===== config.mk =====
export PLATFORM = sky130hd
export DESIGN_NAME = soc_bus_decoder
export DESIGN_NICKNAME = d
export VERILOG_FILES = /design/src/rtl/soc_bus_decoder.sv
export SDC_FILE = /design/constraint.sdc
export NUM_CORES = 1
export LEC_CHECK = 0
export ABC_AREA = 1
export BUFFER_PORTS_ARGS = -buffer_cell sky130_fd_sc_hd__buf_2
export CAP_MARGIN = 20
export CORE_ASPECT_RATIO = 0.8
export CORE_MARGIN = 10
export CORE_UTILIZATION = 25
export CTS_BUF_LIST = sky130_fd_sc_hd__clkbuf_8
export DETAILED_ROUTE_END_ITERATION = 10
export GPL_TIMING_DRIVEN = 0
export SLEW_MARGIN = 20
export SYNTH_ARGS = -nofsm -noshare
export SYNTH_HDL_FRONTEND = slang
export SYNTH_SLANG_ARGS = --single-unit

===== constraint.sdc =====
create_clock -name clk -period 3.8 [get_ports clk]
set_clock_uncertainty 0.2 [all_clocks]
set_input_delay 0.57 -clock clk [delete_from_list [all_inputs] [get_ports clk]]
set_output_delay 0.57 -clock clk [all_outputs]
set_load 0.1 [all_outputs]

===== src/rtl/soc_bus_decoder.sv =====
// rtl/soc_bus_decoder.sv - single-master to NSLV-slave address decoder with per-transaction timeout
module soc_bus_decoder #(
  parameter int                 NSLV     = 2,
  parameter int                 AW       = 32,
  parameter int                 DW       = 32,
  parameter logic [NSLV*AW-1:0] SLV_BASE = {32'h0000_1000, 32'h0000_0000},
  parameter logic [NSLV*AW-1:0] SLV_MASK = {32'hFFFF_F000, 32'hFFFF_FF00},
  parameter int                 TIMEOUT  = 255
) (
  input  logic               clk,
  input  logic               reset_n,
  input  logic [AW-1:0]      addr,
  input  logic               rw,
  input  logic [DW-1:0]      dwrite,
  input  logic               valid,
  output logic [DW-1:0]      dread,
  output logic               done,
  output logic               err,
  output logic [AW-1:0]      s_addr,
  output logic               s_rw,
  output logic [DW-1:0]      s_dwrite,
  output logic [NSLV-1:0]    s_valid,
  input  logic [NSLV*DW-1:0] s_dread,
  input  logic [NSLV-1:0]    s_done
);

  localparam int SW = (NSLV > 1) ? $clog2(NSLV) : 1;

  typedef enum logic [1:0] {
    IDLE = 2'd0,
    REQ  = 2'd1,
    BUSY = 2'd2,
    RESP = 2'd3
  } state_t;

  state_t        state;
  logic [15:0]   cnt;
  logic [15:0]   cnt_inc;
  logic [SW-1:0] sel;

  logic          hit;
  logic [SW-1:0] hit_idx;
  logic [AW-1:0] hit_mask;
  logic          sel_done;
  logic [DW-1:0] sel_dread;

  // Scan from the top slot down so the lowest matching index is the one left standing.
  always_comb begin
    hit      = 1'b0;
    hit_idx  = '0;
    hit_mask = '0;
    for (int i = NSLV - 1; i >= 0; i--) begin
      if ((addr & SLV_MASK[i*AW +: AW]) == SLV_BASE[i*AW +: AW]) begin
        hit      = 1'b1;
        hit_idx  = SW'(i);
        hit_mask = SLV_MASK[i*AW +: AW];
      end
    end
  end

  assign sel_done  = s_done[sel];
  assign sel_dread = s_dread[int'(sel)*DW +: DW];
  assign cnt_inc   = cnt + 16'd1;

  always_ff @(posedge clk or negedge reset_n) begin
    if (!reset_n) begin
      state    <= IDLE;
      cnt      <= '0;
      sel      <= '0;
      dread    <= '0;
      done     <= 1'b0;
      err      <= 1'b0;
      s_addr   <= '0;
      s_rw     <= 1'b0;
      s_dwrite <= '0;
      s_valid  <= '0;
    end else begin
      done    <= 1'b0;
      err     <= 1'b0;
      s_valid <= '0;
      case (state)
        IDLE: begin
          if (valid) begin
            s_rw     <= rw;
            s_dwrite <= dwrite;
            cnt      <= '0;
            if (hit) begin
              sel     <= hit_idx;
              s_addr  <= addr & ~hit_mask;
              s_valid <= NSLV'(1) << hit_idx;
              state   <= REQ;
            end else begin
              s_addr <= addr;
              dread  <= '0;
              done   <= 1'b1;
              err    <= 1'b1;
              state  <= RESP;
            end
          end
        end
        REQ, BUSY: begin
          // A slave may answer while its s_valid is still high, so REQ accepts s_done too.
          if (sel_done) begin
            dread <= s_rw ? '0 : sel_dread;
            done  <= 1'b1;
            state <= RESP;
          end else if (state == BUSY && cnt_inc == 16'(TIMEOUT)) begin
            dread <= '0;
            done  <= 1'b1;
            err   <= 1'b1;
            state <= RESP;
          end else begin
            if (state == BUSY) begin
              cnt <= cnt_inc;
            end
            state <= BUSY;
          end
        end
        RESP: begin
          state <= IDLE;
        end
        default: begin
          state <= IDLE;
        end
      endcase
    end
  end

endmodule


==> flow_summary.ini <==
[detailed_routing]
wl_per_cell_um = 16.05
final_antenna_net_count = 0
routed_via_density = 4.529
routed_wl_um = 21430
vias = 6046
drcViolationCount = 0
first_iter_violations = 360
drt-pass1-iter-count = 4

[sta]
setup_viol = 0
slew_violations = 0
hold_viol = 0
holdWs_ns = 0.09990
max_slew_margin_pct = 59.43
tightest_slew_ns = 0.6086
setup-tns-final_ns = 0
rsz0062_at_grt = no
period_needed_ns = 2.670
fmax_mhz = 374.6
post-route-period-util_pct = 70.26

[job]
cap_viol_max_count = 0

[critical_path]
reg2reg_to = cnt[10]$_DFFE_PN0P_
cp-end-kind = flip-flop
startpoint_type = flip-flop
reg2regPathDepth = 12
rrSetupSlack_ns = 1.13
critPathKind = reg -> reg
crit-reg2reg-launch = state[0]$_DFFE_PN0P_
crit_fanout = 10
arrival_ns = 2.84
required_ns = 3.97

[pwr]
pwr-share-seq_pct = 24.2
p_sw_share_pct = 62.86
intPower_uw = 3069
clkPwrFrac_pct = 14.5
power.density_nw_per_um2 = 1037
max-vdd-ir-drop_mv = 0.7156
power.switching_uw = 5195
p_leak_uw = 0.004230
p_comb_share_pct = 61.3

[yosys]
syn_area_per_cell_um2 = 7.916
synthDominantCellAreaShare_pct = 50.38
synth_xor_area_share_pct = 0.1469
synth_top_flop_cell = dfrtp_1
syn-num-nets = 894
yosys.area_share.simple_pct = 27.77
synth_adder_area_share_pct = 1.469
yosysSeqAreaShare_pct = 50.38
synth_top_family_by_area = simple AND/OR/NAND/NOR gates
synthTopCellsByArea = dfrtp_1 50%, nand2_1 22%, o2111ai_1 4.7%, a211oi_1 4.2%, inv_1 2.9%
synth_area_um2 = 5961
synth.distinct_cells = 28
synth_edf_count = 0
async_flop_share_pct = 100.0
synth-seq-cells = 120
netlist_instances = 753
synth_top_area_cell = dfrtp_1
synthMuxAreaShare_pct = 0
ys_warn_count = 0
synth_compound_area_share_pct = 13.62

[clocking]
htree_levels = 4
clockBufferDepth = 2
root_buffer = clkbuf_8
numCtsBuffers = 17
numClockSinks = 120
post_cts_buffers = 0
cts_tree = built
clk_pin_slew_ns = 0.10
worstSkewPairLatency_ns = 0.45

[finish]
finalInstanceArea_um2 = 7973
area_growth_pct = 33.75
drive_gt1_share_pct = 28.60
final_common_cell = nand2_1
nNetsFinal = 1149
stdcell_count = 1335
final_util_pct = 33.98
final_cell_mix = 346 x nand2_1, 239 x buf_2, 120 x dfrtp_1

[floorplan]
io_pins = 235
die_h_um = 158.1
rows = 50
die_x_um = 192.6
dieArea_um2 = 30460
core_area_um2 = 23460
start_util_pct = 25.41

[worst_hold_path]
hold_depth = 3
min_to = s_dwrite[4]$_DFFE_PN0P_
hold_start = dwrite[4]
min_path_type = in -> reg

[grt]
grt_max_degree = 89
gr-total-overflow = 0
use_met3_pct = 6.640
grt_pass1_wl_um = 33370
grt_pass1_vias = 6026
grtUsageTotal_pct = 13.95
use_met2_pct = 20.73
antenna_found_initial = 2
use_met1_pct = 17.66
grt_busiest_layer = met2

[place]
placed_cells = 1300
portBuffers = 234
dp.final_hpwl_um = 16560
place.gp.congestion = 0.8678
place_area_um2 = 7560

[status]
status = completed
-- logic make-up after synthesis --
family | count (synthesis)
compound gates | 117
xor+xnor | 1
fa+ha+maj | 7
buf+inv | 97
flops | 120
simple gates | 411
-- worst max path at each step --
| stage | endpoint | startpoint | cells after the start |
|---|---|---|---|
| 6_report | cnt[10]$_DFFE_PN0P_ | state[0]$_DFFE_PN0P_ | 12 |
| 5_1_grt | cnt[6]$_DFFE_PN0P_ | state[0]$_DFFE_PN0P_ | 12 |
| 4_1_cts | s_dwrite[3]$_DFFE_PN0P_ | state[0]$_DFFE_PN0P_ | 7 |
| 3_5_place_dp | dread[0]$_DFFE_PN0P_ | addr[11] | 10 |
| 3_3_place_gp | s_dwrite[28]$_DFFE_PN0P_ | reset_n | 1 |
| 2_1_floorplan | cnt[10]$_DFFE_PN0P_ | state[1]$_DFFE_PN0P_ | 12 |
-- through the flow --
step,worst slack (ns),power [µW]
4_1_cts,1.108,8361
6_report,1.130,8264
2_1_floorplan,1.599,6027
3_3_place_gp,0.2341,7087
3_5_place_dp,1.121,7115
5_1_grt,0.8969,8742
-- timing repair --
item / CTS / global route
setup endpoints to repair: 0 / 0
hold endpoints to repair: 32 / 0
resized for setup: 0 / 0
hold buffers: 1 / 0
-- state kept, by name, summed over array words and instances (netlist names) --
signal / flops
s_dwrite: 32
sel: 1
dread: 32
err: 1
s_valid: 2
cnt: 16
done: 1
s_addr: 32
state: 2
s_rw: 1
-- power groups by stage --
stage | Clock, µW | Sequential [µW] | Combinational, µW
2_1_floorplan | 0 | 4870 | 1160
5_1_grt | 1310 | 2060 | 5370
4_1_cts | 1250 | 2000 | 5110
6_report | 1200 | 2000 | 5070
3_3_place_gp | 0 | 2010 | 5080
3_5_place_dp | 0 | 2000 | 5110
-- worst max-delay path, cell delays in order (launching register included) --
cell and delay [ns]:
dfrtp_1 0.40, inv_1 0.10, ha_1 0.29, clkbuf_1 0.22, inv_1 0.11, nor2_1 0.16
a21oi_1 0.05, a211oi_1 0.22, nand2_2 0.22, inv_2 0.15, buf_2 0.24, nand3_1 0.09
o21ai_1 0.11
-- routing by layer --
metal | routed length (µm) | vias up | part of all wire (%)
met3 | 2505 | 18 | 12
li1 | - | 2982 | -
met4 | 238 | 2 | 1.1
met5 | 12 | - | 0.056
met1 | 9216 | 2802 | 43
met2 | 9459 | 242 | 44
-- Yosys cell counts (8+ instances only) --
master     count
nand2_1      346
dfrtp_1      120
inv_1         46
clkbuf_1      37
a211oi_1      33
o2111ai_1     32
o21ai_0       30
nand3_1       19
nor2_1        18
nand4_1       11
o21ai_1        8
o31ai_1        8
-- layout make-up --
class,count,area [µm²]
fillers,2498,15490
flip-flops and latches,120,3003
multi-input cells,536,2564
repair buffers,236,1219
well taps,312,390.4
clock buffers,18,247.7
plain buffers,47,206.4
inverters,50,187.7
clock inverters,14,150.1
diodes,2,5.005
(Power assumes the default switching activity.)
